`src/rtl/ddr_burst_arbiter_if.sv`:
```
// MIG 7-series app-side user interface bundle used by ddr_burst_arbiter.
interface ddr_burst_arbiter_if #(
    parameter int DDR_DATA_WIDTH = 128,
    parameter int DDR_ADDR_WIDTH = 28
);
    logic                          app_en;
    logic [2:0]                    app_cmd;
    logic [DDR_ADDR_WIDTH-1:0]     app_addr;
    logic                          app_rdy;
    logic                          app_wdf_wren;
    logic                          app_wdf_end;
    logic [DDR_DATA_WIDTH-1:0]     app_wdf_data;
    logic [DDR_DATA_WIDTH/8-1:0]   app_wdf_mask;
    logic                          app_wdf_rdy;
    logic [DDR_DATA_WIDTH-1:0]     app_rd_data;
    logic                          app_rd_data_valid;

    modport master (
        output app_en, app_cmd, app_addr, app_wdf_wren, app_wdf_end, app_wdf_data, app_wdf_mask,
        input  app_rdy, app_wdf_rdy, app_rd_data, app_rd_data_valid
    );

    modport slave (
        input  app_en, app_cmd, app_addr, app_wdf_wren, app_wdf_end, app_wdf_data, app_wdf_mask,
        output app_rdy, app_wdf_rdy, app_rd_data, app_rd_data_valid
    );
endinterface

```
`src/rtl/ddr_burst_arbiter.sv`:
```
// N-channel round-robin burst arbiter driving the MIG app interface.
// Define DDR_ARB_FIXED_PRIO_EN for fixed priority (lowest channel index wins).
//
// state   | meaning
// IDLE    | arbitrate among eligible channels, latch burst parameters
// RD      | issue read commands until len commands accepted
// RD_WAIT | collect remaining read beats until len beats returned
// WR      | issue write command + data beats until len accepted
// DONE    | pulse finish, advance round-robin pointer
module ddr_burst_arbiter #(
    parameter int NUM_CH         = 3,
    parameter int DDR_DATA_WIDTH = 128,
    parameter int DDR_ADDR_WIDTH = 28,
    parameter int LEN_WIDTH      = 10,
    parameter int ADDR_STEP      = 8
) (
    input  logic                               clk,
    input  logic                               rst_n,
    input  logic                               init_calib_complete,
    input  logic [NUM_CH-1:0]                  ch_rd_req,
    input  logic [NUM_CH-1:0]                  ch_wr_req,
    input  logic [NUM_CH*LEN_WIDTH-1:0]        ch_len,
    input  logic [NUM_CH*DDR_ADDR_WIDTH-1:0]   ch_addr,
    input  logic [NUM_CH*DDR_DATA_WIDTH-1:0]   ch_wr_data,
    output logic [NUM_CH-1:0]                  ch_grant,
    output logic [NUM_CH-1:0]                  ch_wr_data_req,
    output logic [DDR_DATA_WIDTH-1:0]          ch_rd_data,
    output logic [NUM_CH-1:0]                  ch_rd_data_valid,
    output logic [NUM_CH-1:0]                  ch_finish,
    ddr_burst_arbiter_if.master                app
);
    localparam int CH_W  = (NUM_CH > 1) ? $clog2(NUM_CH) : 1;
    localparam int CNT_W = LEN_WIDTH + 1;

    typedef enum logic [2:0] {S_IDLE, S_RD, S_RD_WAIT, S_WR, S_DONE} state_t;
    state_t state, state_nxt;

    logic [CH_W-1:0]           ch_q, rr_ptr, win_idx;
    logic                      win_found, win_rd;
    logic [LEN_WIDTH-1:0]      win_len;
    logic [DDR_ADDR_WIDTH-1:0] win_addr, addr_q;
    logic [CNT_W-1:0]          len_q, cmd_cnt, rd_cnt;
    logic                      cmd_acc, wr_acc, rd_beat, last_cmd;
    logic [NUM_CH-1:0]         ch_onehot;

    always_comb begin : arbitrate
        int idx;
        idx       = 0;
        win_found = 1'b0;
        win_idx   = '0;
        win_rd    = 1'b0;
        for (int i = 0; i < NUM_CH; i++) begin
`ifdef DDR_ARB_FIXED_PRIO_EN
            idx = i;
`else
            idx = (int'(rr_ptr) + 1 + i) % NUM_CH;
`endif
            if (!win_found && (ch_rd_req[idx] || ch_wr_req[idx])) begin
                win_found = 1'b1;
                win_idx   = CH_W'(idx);
                win_rd    = ch_rd_req[idx];
            end
        end
        win_found = win_found & init_calib_complete;
    end

    assign win_len   = ch_len[int'(win_idx)*LEN_WIDTH +: LEN_WIDTH];
    assign win_addr  = ch_addr[int'(win_idx)*DDR_ADDR_WIDTH +: DDR_ADDR_WIDTH];
    assign ch_onehot = NUM_CH'(1) << ch_q;

    assign cmd_acc  = (state == S_RD) && app.app_rdy;
    assign wr_acc   = (state == S_WR) && app.app_rdy && app.app_wdf_rdy;
    assign rd_beat  = ((state == S_RD) || (state == S_RD_WAIT)) && app.app_rd_data_valid
                      && (rd_cnt < len_q);
    assign last_cmd = ((cmd_cnt + CNT_W'(1)) == len_q);

    assign app.app_addr     = addr_q;
    assign app.app_wdf_mask = '0;

    always_ff @(posedge clk or negedge rst_n) begin
        if (!rst_n) state <= S_IDLE;
        else        state <= state_nxt;
    end

    always_comb begin
        state_nxt          = state;
        app.app_en         = 1'b0;
        app.app_cmd        = 3'b000;
        app.app_wdf_wren   = 1'b0;
        app.app_wdf_end    = 1'b0;
        app.app_wdf_data   = '0;
        ch_grant           = '0;
        ch_finish          = '0;
        ch_wr_data_req     = '0;
        case (state)
            S_IDLE: begin
                if (win_found) begin
                    if (win_len == '0) state_nxt = S_DONE;
                    else if (win_rd)   state_nxt = S_RD;
                    else               state_nxt = S_WR;
                end
            end
            S_RD: begin
                ch_grant    = ch_onehot;
                app.app_en  = 1'b1;
                app.app_cmd = 3'b001;
                if (cmd_acc && last_cmd) state_nxt = S_RD_WAIT;
            end
            S_RD_WAIT: begin
                ch_grant = ch_onehot;
                if (rd_cnt == len_q) state_nxt = S_DONE;
            end
            S_WR: begin
                ch_grant         = ch_onehot;
                app.app_en       = 1'b1;
                app.app_wdf_wren = 1'b1;
                app.app_wdf_end  = 1'b1;
                app.app_wdf_data = ch_wr_data[int'(ch_q)*DDR_DATA_WIDTH +: DDR_DATA_WIDTH];
                if (wr_acc) begin
                    ch_wr_data_req = ch_onehot;
                    if (last_cmd) state_nxt = S_DONE;
                end
            end
            S_DONE: begin
                ch_grant  = ch_onehot;
                ch_finish = ch_onehot;
                state_nxt = S_IDLE;
            end
            default: state_nxt = S_IDLE;
        endcase
    end

    // Reset pointer to the last channel so channel 0 is searched first.
    always_ff @(posedge clk or negedge rst_n) begin
        if (!rst_n) begin
            ch_q             <= '0;
            rr_ptr           <= CH_W'(NUM_CH - 1);
            len_q            <= '0;
            addr_q           <= '0;
            cmd_cnt          <= '0;
            rd_cnt           <= '0;
            ch_rd_data       <= '0;
            ch_rd_data_valid <= '0;
        end else begin
            ch_rd_data_valid <= '0;
            if ((state == S_IDLE) && win_found) begin
                ch_q    <= win_idx;
                len_q   <= {1'b0, win_len};
                addr_q  <= win_addr;
                cmd_cnt <= '0;
                rd_cnt  <= '0;
            end
            if (cmd_acc || wr_acc) begin
                addr_q  <= addr_q + DDR_ADDR_WIDTH'(ADDR_STEP);
                cmd_cnt <= cmd_cnt + CNT_W'(1);
            end
            if (rd_beat) begin
                ch_rd_data       <= app.app_rd_data;
                ch_rd_data_valid <= ch_onehot;
                rd_cnt           <= rd_cnt + CNT_W'(1);
            end
            if (state == S_DONE) rr_ptr <= ch_q;
        end
    end
endmodule

```
`src/flat_wrapper.sv`:
```
// flat-port wrapper written by rule: the top's interface ports become plain ports
module ddr_burst_arbiter_flat 
#(
    parameter int NUM_CH         = 3,
    parameter int DDR_DATA_WIDTH = 128,
    parameter int DDR_ADDR_WIDTH = 28,
    parameter int LEN_WIDTH      = 10,
    parameter int ADDR_STEP      = 8
)
  (clk, rst_n, init_calib_complete, ch_rd_req, ch_wr_req, ch_len, ch_addr, ch_wr_data, ch_grant, ch_wr_data_req, ch_rd_data, ch_rd_data_valid, ch_finish, app_app_en, app_app_cmd, app_app_addr, app_app_wdf_wren, app_app_wdf_end, app_app_wdf_data, app_app_wdf_mask, app_app_rdy, app_app_wdf_rdy, app_app_rd_data, app_app_rd_data_valid);
  ddr_burst_arbiter_if #(.DDR_DATA_WIDTH(DDR_DATA_WIDTH), .DDR_ADDR_WIDTH(DDR_ADDR_WIDTH)) app_i ();
  input  logic clk;
  input  logic rst_n;
  input  logic init_calib_complete;
  input  logic [NUM_CH-1:0] ch_rd_req;
  input  logic [NUM_CH-1:0] ch_wr_req;
  input  logic [NUM_CH*LEN_WIDTH-1:0] ch_len;
  input  logic [NUM_CH*DDR_ADDR_WIDTH-1:0] ch_addr;
  input  logic [NUM_CH*DDR_DATA_WIDTH-1:0] ch_wr_data;
  output logic [NUM_CH-1:0] ch_grant;
  output logic [NUM_CH-1:0] ch_wr_data_req;
  output logic [DDR_DATA_WIDTH-1:0] ch_rd_data;
  output logic [NUM_CH-1:0] ch_rd_data_valid;
  output logic [NUM_CH-1:0] ch_finish;
  output wire logic [$bits(app_i.app_en)-1:0] app_app_en;
  output wire logic [$bits(app_i.app_cmd)-1:0] app_app_cmd;
  output wire logic [$bits(app_i.app_addr)-1:0] app_app_addr;
  output wire logic [$bits(app_i.app_wdf_wren)-1:0] app_app_wdf_wren;
  output wire logic [$bits(app_i.app_wdf_end)-1:0] app_app_wdf_end;
  output wire logic [$bits(app_i.app_wdf_data)-1:0] app_app_wdf_data;
  output wire logic [$bits(app_i.app_wdf_mask)-1:0] app_app_wdf_mask;
  input wire logic [$bits(app_i.app_rdy)-1:0] app_app_rdy;
  input wire logic [$bits(app_i.app_wdf_rdy)-1:0] app_app_wdf_rdy;
  input wire logic [$bits(app_i.app_rd_data)-1:0] app_app_rd_data;
  input wire logic [$bits(app_i.app_rd_data_valid)-1:0] app_app_rd_data_valid;
  assign app_app_en = app_i.app_en;
  assign app_app_cmd = app_i.app_cmd;
  assign app_app_addr = app_i.app_addr;
  assign app_app_wdf_wren = app_i.app_wdf_wren;
  assign app_app_wdf_end = app_i.app_wdf_end;
  assign app_app_wdf_data = app_i.app_wdf_data;
  assign app_app_wdf_mask = app_i.app_wdf_mask;
  assign app_i.app_rdy = app_app_rdy;
  assign app_i.app_wdf_rdy = app_app_wdf_rdy;
  assign app_i.app_rd_data = app_app_rd_data;
  assign app_i.app_rd_data_valid = app_app_rd_data_valid;
  ddr_burst_arbiter #(.NUM_CH(NUM_CH), .DDR_DATA_WIDTH(DDR_DATA_WIDTH), .DDR_ADDR_WIDTH(DDR_ADDR_WIDTH), .LEN_WIDTH(LEN_WIDTH), .ADDR_STEP(ADDR_STEP)) u_core (.clk(clk), .rst_n(rst_n), .init_calib_complete(init_calib_complete), .ch_rd_req(ch_rd_req), .ch_wr_req(ch_wr_req), .ch_len(ch_len), .ch_addr(ch_addr), .ch_wr_data(ch_wr_data), .ch_grant(ch_grant), .ch_wr_data_req(ch_wr_data_req), .ch_rd_data(ch_rd_data), .ch_rd_data_valid(ch_rd_data_valid), .ch_finish(ch_finish), .app(app_i));
endmodule
```
`config.mk`:
```
export PLATFORM = sky130hd
export DESIGN_NAME = ddr_burst_arbiter_flat
export DESIGN_NICKNAME = d
export VERILOG_FILES = /design/src/rtl/ddr_burst_arbiter_if.sv /design/src/rtl/ddr_burst_arbiter.sv /design/src/flat_wrapper.sv
export SDC_FILE = /design/constraint.sdc
export NUM_CORES = 1
export LEC_CHECK = 0
export ABC_AREA = 0
export CORE_AREA = 2 2 377 379
export CTS_CLUSTER_DIAMETER = 40
export DETAILED_ROUTE_END_ITERATION = 8
export DIE_AREA = 0 0 379 381
export GPL_ROUTABILITY_DRIVEN = 0
export PLACE_DENSITY = 0.3
export SKIP_CTS_REPAIR_TIMING = 1
export SLEW_MARGIN = 25
export SYNTH_ARGS = -nofsm -noshare
export SYNTH_HDL_FRONTEND = slang
export SYNTH_SLANG_ARGS = --single-unit
```
`constraint.sdc`:
```
create_clock -name clk -period 7.3 [get_ports clk]
set_input_delay 1.46 -clock clk [delete_from_list [all_inputs] [get_ports clk]]
set_output_delay 1.46 -clock clk [all_outputs]
set_load 0.01 [all_outputs]
```
; Word level (Yosys, flattened, before mapping)
; Index checks and enable logic that the tools add are counted.
[word_totals]
register_bits = 198
input_bits = 638
out_inout_bits = 318
word_cells = 112
[op_classes]
n_addsub = 6
n_mul = 2
div = 3
order_cmp = 4
n_eq_ne = 11
n_shift = 4
n_mux = 49
n_bitwise = 1
n_reduce_logical = 23
[op_table]
columns = cell, count
row1 = 384-bit by 10-bit variable part select with 128-bit output, 1
row2 = 128-bit two-way mux, 1
row3 = "32-bit by 4-bit < comparator with 1-bit output, second input constant", 3
row4 = "32-bit by 3-bit remainder unit with 32-bit output, second input constant", 3
row5 = 84-bit by 32-bit variable part select with 28-bit output, 1
row6 = 28-bit two-way mux, 2
row7 = 11-bit two-way mux, 3
row8 = 3-bit two-way mux, 11
row9 = "32-bit by 2-bit adder with 32-bit output, second input constant", 1
row10 = "32-bit by 3-bit adder with 32-bit output, second input constant", 1
row11 = 30-bit by 32-bit variable part select with 10-bit output, 1
row12 = "28-bit by 4-bit adder with 28-bit output, second input constant", 1
row13 = "11-bit by 1-bit adder with 11-bit output, second input constant", 2
row14 = 11-bit by 10-bit == test with 1-bit output, 2
row15 = 1-bit two-way mux, 21
row16 = 1-bit binary-select mux with 2-bit select, 6
row17 = 3-bit case mux with 4 select lines, 1
row18 = 11-bit by 10-bit < comparator with 1-bit output, 1
row19 = 10-bit logical NOT, 1
row20 = "2-bit by 3-bit multiplier with 5-bit output, second input constant", 2
row21 = 1-bit logical AND, 9
row22 = 2-bit two-way mux, 4
row23 = "3-bit by 2-bit == test with 1-bit output, second input constant", 2
row24 = "2-bit by 1-bit inequality test with 1-bit output, second input constant", 3
row25 = 13 further kinds, 20

; Longest topological paths before layout
; Gate-level depths: netlist of the first run.
[logic_depth]
word_depth = 19
depth_mapped = 13
mapped_depth_nobuf = 11

; Least setup slack after synthesis of the first run
; No wires, ideal clock.
[synth_timing]
path_kind = input to register
start = input ch_rd_req[1]
end = register u_core.state[2]
setup_time_ns = 0.076
t_arrival_ns = 3.516
required_time_ns = 7.224
path_slack_ns = 3.708
stages = 9
n_path_buf = 0
cell_sequence = mux2i_1 > o2bb2ai_1 > nor2_1 > mux2_4 > or4_1 > o311ai_1 > a21oi_1 > or4_1 > o21ai_1
[synth_between]
elab_chain_len = 17
elab_cells_between_ends = 31
classes_between = mul: 1 / eq/ne: 1 / shift: 1 / mux: 18 / bitwise: 1 / reduce/logical: 9
[synth_rtl]
columns = element, line_no
row1 = "start, declared", flat_wrapper.sv:15  ; input logic [NUM_CH-1:0] ch_rd_req;
row2 = 1-bit binary-select mux with 2-bit select, ddr_burst_arbiter.sv:58  ; if (!win_found && (ch_rd_req[idx] || ch_wr_req[idx])) begin
row3 = 1-bit two-way mux (not written as such) (2 in series), ddr_burst_arbiter.sv:58
row4 = 1-bit logical OR, ddr_burst_arbiter.sv:58
row5 = 1-bit two-way mux, ddr_burst_arbiter.sv:58
row6 = 1-bit logical NOT, ddr_burst_arbiter.sv:58
row7 = 1-bit logical AND, ddr_burst_arbiter.sv:58
row8 = 1-bit two-way mux, ddr_burst_arbiter.sv:58
row9 = 1-bit logical NOT, ddr_burst_arbiter.sv:58
row10 = 1-bit logical AND, ddr_burst_arbiter.sv:58
row11 = 2-bit two-way mux, ddr_burst_arbiter.sv:58
row12 = 2-bit by 3-bit multiplier with 5-bit output, ddr_burst_arbiter.sv:67  ; assign win_len = ch_len[int'(win_idx)*LEN_WIDTH +: LEN_WIDTH];
row13 = 30-bit by 32-bit variable part select with 10-bit output, ddr_burst_arbiter.sv:67
row14 = 10-bit logical NOT, ddr_burst_arbiter.sv:98  ; if (win_len == '0) state_nxt = S_DONE;
row15 = 3-bit two-way mux, ddr_burst_arbiter.sv:98
row16 = 3-bit two-way mux, ddr_burst_arbiter.sv:97  ; if (win_found) begin
row17 = 3-bit case mux with 4 select lines, ddr_burst_arbiter.sv:95  ; case (state)
row18 = "end signal, assigned", ddr_burst_arbiter.sv:82  ; else state <= state_nxt;
row19 = "end, declared", ddr_burst_arbiter.sv:36  ; state_t state, state_nxt;
; Parallel ways exist; a longest one is shown, timed or not. The select of a mux whose other input is x is not followed.
; A chain may end at the register's enable or synchronous reset.

; Final worst setup path of the first run
[layout_timing]
start = register u_core.state[0]
end = output ch_wr_data_req[0]
[layout_between]
elab_chain_len = 5
[layout_rtl]
columns = element, line_no
row1 = 3-bit by 2-bit == test with 1-bit output (*), "ddr_burst_arbiter.sv:72, ddr_burst_arbiter.sv:95"
row2 = 1-bit logical AND (2 in series), ddr_burst_arbiter.sv:72  ; assign wr_acc = (state == S_WR) && app.app_rdy && app.app_wdf_rdy;
row3 = 3-bit two-way mux, ddr_burst_arbiter.sv:119  ; if (wr_acc) begin
row4 = 3-bit two-way mux (*), ddr_burst_arbiter.sv:95
row5 = "end, declared", flat_wrapper.sv:21  ; output logic [NUM_CH-1:0] ch_wr_data_req;
; Every way passes the cells marked *; elsewhere a longest branch is shown, timed or not.

==> flow_summary.yaml, run 1 <==
run_status:
  result_of_the_run: "finished, final reports clean"
power_and_ir_drop:
  static-leakage-power_nw: 10.1
  max-vdd-ir-drop_mv: 0.240
  power.density_nw_per_um2: 361
grt:
  global_route.usage.met3: 0.0558
  grt_use_total: 0.139
  grt_antenna_before_repair: 68
  global_route.usage.met2: 0.258
  largest_net_degree_at_the_start_of_global_routing: 121
  global_route.usage.met1: 0.140
  grt_pass1_vias: 16600
  wire_length_of_the_first_global_routing_pass_um: 139000
  most_crowded_layer_after_global_routing: "met2"
  global_route.overflow_total: 0
sta:
  setup_viol_count_final: 0
  clock_skew_ns: 0.0188
  final_hold_viol_count: 0
  layout_worst_path_cycle_share: 0.711
  worst-slew-pin-transition_ns: 0.924
  grt_setup_unrepaired: "false"
  fmax_mhz: 193
  slew-limit-headroom: 0.384
  setup-tns-final_ns: 0
  worst_slack_ns: 2.11
  maxSlewViolCount: 0
  finalWorstPathRequiredPeriod_ns: 5.19
synthesis:
  synth-seq-area-share: 0.374
  yosys-top-cells-area: "dfrtp_1 37%, mux2i_1 13%, nand2_1 13%, nor2_1 8.8%, a21oi_1 6.3%"
  synthDistinctLibCells: 73
  synthesis.instances: 1763
  synthesis.yosys.warnings: 0
  synth_seq_cells: 198
  synth_edf_count: 0
  post_synth.cell_area_avg_um2: 7.52
  synthesis.area_um2: 13300
  synth_top_cell_area_share: 0.372
  synth.largest_area_cell: "dfrtp_1"
  postSynth.asyncResetShare: 1.00
  yosys_most_used_dff: "dfrtp_1"
finish:
  final_net_count: 3270
  multiInputGateArea_um2: 7690
  post_route_cells_drive_above_1_share: 0.0312
  mostFrequentLayoutCell: "clkdlybuf4s50_1"
  most_used_cells_in_the_layout_excluding_fill_and_tap_cells: "936 x clkdlybuf4s50_1, 448 x nand2_1, 311 x nor2_1"
  n_fill_cell: 16000
  syn2layout_area_growth_pct: 91.0
  final-seq-area_um2: 4960
worst_setup_path:
  cp_data_required_time_ns: 5.84
  regToRegStartpoint: "u_core.rr_ptr[1]"
  path_class: "register to output port"
  crit_path_cell_trace: "nor2b_1 -> nand2_4 -> inv_1 -> nand3_1 -> nor3_1 -> clkdlybuf4s50_1"
  crit_path_start: "u_core.state[0]"
  start_kind: "register"
  critical_path.slowest_cell: "clkdlybuf4s50_1"
  cp_data_arrival_time_ns: 3.73
  crit_path_max_fanout: 63
  critPathCaptureType: "output port"
  cp_slowest_stage_delay_ns: 0.57
die:
  dieHeight_um: 381
  floorplan.rows: 138
  fp.coreArea_um2: 141000
  boundaryPins: 956
  floorplan.initialDensity: 0.0943
  die_area_um2: 144000
  floorplan.die.width_um: 379
run:
  max_cap_violations: 0
cts:
  num_cts_buffers: 17
  clock_insertion_delay_worst_skew_ns: 0.52
  cts-root-buf: "clkbuf_16"
  clkSinkCount: 198
  clock_tree.buffer_depth: 2
  cts-htree-levels: 4
  tritoncts_clock_tree: "yes"
  cts.clk_slew.worst_paths_ns: 0.09
routing:
  route.detailed.drc: 0
  wirelength_um: 104000
  routedWlPerCell_um: 23.0
  first_pass_iters: 7
  number_of_vias_in_the_routed_layout: 16000
  ant_nets: 0
  drt_first_iter_violations: 724
  drt-vias-per-instance: 3.53
place:
  place_ws_ns: 2.09
  place.port_buffers: 937
  post-dp-hpwl_um: 85100
min_path:
  holdCritPathClass: "register to register"
  min-delay-start: "u_core.ch_rd_data[112]"
-- final timing paths --
path                                          endpoint  slack (ns)  cells past startpoint
worst max register to register         u_core.state[1]        3.12                     11
max in group asynchronous               u_core.ch_q[0]        4.85                      2
worst min register to register  u_core.ch_rd_data[112]        0.48                      2
worst max-delay path                 ch_wr_data_req[0]        2.11                      6
min in group asynchronous        u_core.ch_rd_data[88]        0.98                      1
worst min-delay path            u_core.ch_rd_data[112]        0.48                      2
-- layer usage --
metal	up-vias	wire length (um)
li1	7633	-
met1	7494	37400
met2	698	54500
met3	145	9790
met4	30	2270
met5	-	169
-- per-stage QoR --
stage / utilization / total power [mW] / hold slack (ns) / cells / instance area (um^2)
after floorplan: - / 5.13 / 0.478 / 1780 / 13300
after global placement: 0.176 / 8.31 / 0.457 / 4486 / 24700
after detailed placement: 0.176 / 8.27 / 0.461 / 4486 / 24700
after CTS: 0.180 / 9.39 / 0.482 / 4518 / 25300
after global routing: 0.180 / 9.93 / 0.499 / 4528 / 25300
final: 0.180 / 9.14 / 0.476 / 4532 / 25300
-- registers in the layout (all words and copies together), names as in the netlist --
signal	count
u_core.ch_q	2
u_core.ch_rd_data_valid	3
u_core.rd_cnt	11
u_core.rr_ptr	2
u_core.cmd_cnt	11
u_core.state	3
u_core.ch_rd_data	128
u_core.app.app_addr	28
u_core.len_q	10
-- final cells by class --
cell class                      instances  area share
Sequential cell                       198       0.196
Inverter                               19     0.00282
Tap cell                             1890      0.0934
Clock inverter                         14     0.00613
Clock buffer                           18      0.0173
Timing Repair Buffer                  957       0.379
Antenna cell                           14     0.00138
Multi-Input combinational cell       1422       0.304
-- cell usage after synthesis, types with 2 or more instances --
master,instances
xnor2_1,6
and3_1,21
buf_4,21
mux2_2,6
nor2b_1,8
inv_1,19
o21ai_0,65
a221oi_1,7
or2_2,2
o31ai_1,7
o22ai_1,8
ha_1,17
a21o_1,9
a21oi_1,168
and2_1,4
nand4_1,5
nor4b_1,2
xor2_1,4
a31oi_1,2
dfrtp_1,197
o31a_1,2
nor3b_1,8
nor3_1,19
buf_2,8
a2bb2oi_1,3
mux2i_1,170
o221ai_1,2
nand2_1,449
clkbuf_1,94
o2bb2ai_1,2
o21a_1,4
a311oi_1,6
nand2b_1,6
and4_1,3
nor2_1,312
a211oi_1,20
o311a_1,2
nor4_1,4
a211o_1,2
nand3_1,19
buf_1,16
or4_1,3
-- cell families after synthesis --
kind of cell,synth area share
AO/OA/AOI/OAI,0.146
XOR/XNOR,0.00661
adder cells (fa/ha/maj),0.0160
buffers and inverters,0.0533
flip-flops,0.374
multiplexers,0.135
other,0.000283
AND/OR/NAND/NOR,0.269
-- where the power goes --
group / switching [mW] / leakage (nW) / internal [mW]
Sequential: 0.416 / 2.45 / 1.59
Clock: 0.553 / 0.294 / 0.497
Combinational: 3.45 / 7.35 / 2.64
-- worst max-delay path, delay by kind of cell, from the launching register on --
family / cells / cell delay, ns
DFF: 1 / 0.54
buffers and inverters: 2 / 0.85
and+or+nand+nor: 4 / 1.78
(Power assumes the default switching activity.)
==> inputs of run 2 (changes only) <==
==> constraint.sdc (replaced) <==
create_clock -name clk -period 4.7 [get_ports clk]
set_input_delay 0.94 -clock clk [delete_from_list [all_inputs] [get_ports clk]]
set_output_delay 0.94 -clock clk [all_outputs]
set_load 0.01 [all_outputs]
==> flow_summary.yaml, run 2 (synthesized netlist as in run 1, its figures left out) <==
run_status:
  result_of_the_run: "finished, final reports clean"
worst_setup_path:
  cp_data_required_time_ns: 3.76
  crit_path_cell_trace: "nor2b_4 -> buf_12 -> buf_4 -> a21oi_1 -> nor2_1 -> clkdlybuf4s50_1"
  reg2reg_slack_ns: 1.05
  cp_slowest_stage_delay_ns: 0.73
  critPathCaptureType: "output port"
  regToRegStartpoint: "u_core.rr_ptr[0]"
  start_kind: "register"
  buffer_and_inverter_count_on_the_worst_path: 3
  regToRegEndpoint: "u_core.state[2]"
  worst_path_dominant_cell_family: "buffers and inverters"
  worst_setup_path_endpoint: "app_app_wdf_data[117]"
  critical_path.slowest_cell: "dfrtp_4"
  reg2regPathDepth: 12
  crit_path_start: "u_core.ch_q[1]"
  path_class: "register to output port"
  crit_path_max_fanout: 40
  worst-path-stages: 6
  cp_data_arrival_time_ns: 3.24
routing:
  first_pass_iters: 5
  top_layer: "met5"
  drt_first_iter_violations: 735
  wirelength_um: 106000
  ant_nets: 0
  routed-wl-met3_um: 9800
  routedWlPerCell_um: 23.2
  wl_met1_um: 37900
  route.detailed.drc: 0
  number_of_vias_in_the_routed_layout: 16000
  met2_wirelength_um: 54800
  drt-vias-per-instance: 3.52
grt:
  grt_use_total: 0.141
  global_route.overflow_total: 0
  wire_length_of_the_first_global_routing_pass_um: 140000
  largest_net_degree_at_the_start_of_global_routing: 100
  grt_antenna_before_repair: 65
  grt_pass1_vias: 16500
cts:
  cts-htree-levels: 4
  clkSinkCount: 198
  cts.clk_slew.worst_paths_ns: 0.09
  tritoncts_clock_tree: "yes"
  cts-root-buf: "clkbuf_16"
  num_cts_buffers: 17
  clock_insertion_delay_worst_skew_ns: 0.52
  clock_tree.buffer_depth: 2
die:
  floorplan.die.width_um: 379
  floorplan.rows: 138
  floorplan.initialDensity: 0.0943
  dieHeight_um: 381
  die_area_um2: 144000
  fp.coreArea_um2: 141000
  boundaryPins: 956
power_and_ir_drop:
  max-vdd-ir-drop_mv: 0.390
  static-leakage-power_nw: 10.2
  power.density_nw_per_um2: 565
sta:
  clock_skew_ns: 0.0171
  worst_slack_ns: 0.525
  setup-tns-final_ns: 0
  slew-limit-headroom: 0.400
  maxSlewViolCount: 0
  grt_setup_unrepaired: "false"
  worst-slew-pin-transition_ns: 0.898
  fmax_mhz: 240
  finalWorstPathRequiredPeriod_ns: 4.18
  setup_viol_count_final: 0
  final_hold_viol_count: 0
  layout_worst_path_cycle_share: 0.888
finish:
  final_net_count: 3291
  regMostFlops: "u_core.ch_rd_data"
  mostFrequentLayoutCell: "clkdlybuf4s50_1"
  final_instance_area_um2: 25600
  post_route_cells_drive_above_1_share: 0.0381
  post_route_core_utilization: 0.182
  most_used_cells_in_the_layout_excluding_fill_and_tap_cells: "936 x clkdlybuf4s50_1, 448 x nand2_1, 311 x nor2_1"
  largest_reg_flops: 128
  n_fill_cell: 16000
  syn2layout_area_growth_pct: 93.1
place:
  place.port_buffers: 937
  post-dp-hpwl_um: 87400
  detailed_place.area_um2: 25000
  place_ws_ns: 0.642
run:
  max_cap_violations: 0
min_path:
  holdCritPathClass: "input pin to asynchronous set/reset pin"
[run 2: changes by cell type in the layout (fill, tap and decap cells not counted)]
cell	delta
buf_12	+10
buf_4	+11
clkbuf_1	+1
clkinv_2	-2
clkinv_4	+1
clkinv_8	+1
diode_2	-3
inv_8	-1
nor4_1	+1
nor4_2	-1
[run 2: cell type report]
type                            instances  area, um^2  share of cell area
Timing Repair Buffer                  978        9880               0.386
Multi-Input combinational cell       1422        7680               0.300
Sequential cell                       198        4960               0.194
Tap cell                             1890        2360              0.0924
Clock buffer                           19         443              0.0173
Clock inverter                         13         159             0.00621
Inverter                               19        71.3             0.00279
Antenna cell                           11        27.5             0.00108
[run 2: power by group]
part	internal [mW]	total, mW	switching (mW)
registers	2.47	3.12	0.648
logic	4.30	9.73	5.42
clock network	0.776	1.62	0.849
[run 2: metrics by stage]
stage	total power, mW	instances	hold WS, ns
floorplan	7.97	1780	0.478
detailed placement	13.1	4507	0.461
global placement	13.2	4507	0.456
finish	14.5	4550	0.458
CTS	14.8	4539	0.452
global route	15.7	4547	0.493
[run 2: per-layer routing]
layer / global-route usage / vias to the layer above
met3: 0.0551 / 139
met1: 0.142 / 7531
met5: 0 / -
li1: - / 7641
met2: 0.262 / 698
met4: 0.0445 / 26
[run 2: worst register-to-register path, stage by stage, from the launching register on]
cell and delay, ns:
dfrtp_1 0.41, inv_1 0.08, ha_1 0.52, mux2i_1 0.29, o2bb2ai_1 0.14, nor2_1 0.37
a31oi_4 0.28, buf_12 0.26, or4_1 0.44, o311ai_1 0.12, a21oi_1 0.13, or4_1 0.41
o21ai_1 0.12
[run 2: worst min path at each step]
stage                          startpoint                endpoint  slack, ns  cells after the start
floorplan              u_core.cmd_cnt[10]      u_core.cmd_cnt[10]       0.48                      1
global placement    u_core.ch_rd_data[32]   u_core.ch_rd_data[32]       0.46                      2
detailed placement  u_core.ch_rd_data[16]   u_core.ch_rd_data[16]       0.46                      2
CTS                                 rst_n  u_core.ch_rd_data[100]       0.45                      1
global route                        rst_n  u_core.ch_rd_data[102]       0.49                      1
finish                              rst_n   u_core.ch_rd_data[98]       0.46                      1
==> inputs of run 3 (changes only) <==
==> constraint.sdc (replaced) <==
create_clock -name clk -period 5.2 [get_ports clk]
set_input_delay 1.04 -clock clk [delete_from_list [all_inputs] [get_ports clk]]
set_output_delay 1.04 -clock clk [all_outputs]
set_load 0.01 [all_outputs]
==> flow_summary.yaml, run 3 (synthesized netlist as in run 1, its figures left out) <==
run_status:
  result_of_the_run: "finished, final reports clean"
die:
  boundaryPins: 956
  dieHeight_um: 381
  floorplan.rows: 138
  die_area_um2: 144000
  floorplan.initialDensity: 0.0943
  floorplan.die.width_um: 379
  fp.coreArea_um2: 141000
cts:
  tritoncts_clock_tree: "yes"
  cts-htree-levels: 4
  cts.clk_slew.worst_paths_ns: 0.10
  num_cts_buffers: 17
  cts-root-buf: "clkbuf_16"
  clkSinkCount: 198
  clock_insertion_delay_worst_skew_ns: 0.53
  clock_tree.buffer_depth: 2
sta:
  setup-tns-final_ns: 0
  clock_skew_ns: 0.0236
  grt_setup_unrepaired: "false"
  maxSlewViolCount: 0
  layout_worst_path_cycle_share: 0.851
  worst-slew-pin-transition_ns: 0.929
  finalWorstPathRequiredPeriod_ns: 4.42
  slew-limit-headroom: 0.381
  fmax_mhz: 226
  final_hold_viol_count: 0
  setup_viol_count_final: 0
worst_setup_path:
  start_kind: "register"
  reg2regPathDepth: 10
  crit_path_max_fanout: 27
  crit_path_start: "u_core.state[0]"
  cp_data_arrival_time_ns: 3.38
  critPathCaptureType: "output port"
  cp_data_required_time_ns: 4.16
  regToRegStartpoint: "u_core.rr_ptr[1]"
  reg2reg_slack_ns: 1.40
  worst_setup_path_endpoint: "ch_wr_data_req[0]"
  path_class: "register to output port"
  regToRegEndpoint: "u_core.state[1]"
finish:
  most_used_cells_in_the_layout_excluding_fill_and_tap_cells: "936 x clkdlybuf4s50_1, 448 x nand2_1, 311 x nor2_1"
  syn2layout_area_growth_pct: 92.6
  mostFrequentLayoutCell: "clkdlybuf4s50_1"
  final_net_count: 3293
  final_instance_area_um2: 25500
  largest_reg_flops: 128
  regMostFlops: "u_core.ch_rd_data"
  post_route_cells_drive_above_1_share: 0.0392
  post_route_core_utilization: 0.182
grt:
  grt_use_total: 0.142
  grt_pass1_vias: 16400
  wire_length_of_the_first_global_routing_pass_um: 141000
  grt_antenna_before_repair: 68
  global_route.overflow_total: 0
  largest_net_degree_at_the_start_of_global_routing: 104
routing:
  drt_first_iter_violations: 812
  wirelength_um: 106000
  number_of_vias_in_the_routed_layout: 16000
  routedWlPerCell_um: 23.3
  route.detailed.drc: 0
  drt-vias-per-instance: 3.51
  ant_nets: 0
  first_pass_iters: 4
place:
  detailed_place.area_um2: 24900
  post-dp-hpwl_um: 87500
  place.port_buffers: 937
run:
  max_cap_violations: 0
min_path:
  holdCritPathClass: "input pin to asynchronous set/reset pin"
power_and_ir_drop:
  power.density_nw_per_um2: 512
  static-leakage-power_nw: 10.2
  max-vdd-ir-drop_mv: 0.356
-- run 3: how the worst min path moves through the flow --
stage	end	slack, ns	cells after the start
floorplan	u_core.cmd_cnt[10]	0.48	1
global placement	u_core.ch_rd_data[102]	0.46	2
detailed placement	u_core.ch_rd_data[0]	0.46	2
CTS	u_core.ch_rd_data[102]	0.43	1
global route	u_core.ch_rd_data[103]	0.47	1
finish	u_core.ch_rd_data[76]	0.46	1
-- run 3: through the flow --
step	total power, mW	instances	hold WS (ns)	setup slack, ns
floorplan	7.21	1780	0.478	2.03
global placement	11.8	4509	0.458	0.828
detailed placement	11.8	4509	0.462	0.872
CTS	13.4	4541	0.432	0.501
global route	14.2	4547	0.470	0.466
finish	13.1	4553	0.462	0.776
-- run 3: layout make-up --
class	instances	area [um^2]
Timing Repair Buffer	980	9790
Clock buffer	18	439
Multi-Input combinational cell	1422	7680
Tap cell	1890	2360
Inverter	19	71.3
Fill cell	16000	115000
Clock inverter	14	178
Antenna cell	12	30.0
Sequential cell	198	4960
-- run 3: power by group --
part           switching (mW)  internal, mW  leakage (nW)
sequential              0.629          2.23          2.45
clock                   0.788         0.745         0.302
combinational            4.85          3.83          7.47
-- run 3: layer usage --
| layer | part of all wire | routed length (um) | track usage | vias up |
|---|---|---|---|---|
| li1 | - | - | - | 7656 |
| met5 | 0.0017 | 180 | 0 | - |
| met3 | 0.096 | 10200 | 0.0575 | 141 |
| met1 | 0.36 | 38100 | 0.143 | 7485 |
| met2 | 0.52 | 55500 | 0.265 | 673 |
| met4 | 0.021 | 2210 | 0.0393 | 28 |
-- run 3: worst max-delay path: stages, from the launching register on --
cell and delay [ns]:
dfrtp_1 0.51, nor2b_1 0.49, nand2_4 0.32, inv_1 0.23, nand3_1 0.41, nor3_1 0.28
clkdlybuf4s50_1 0.57
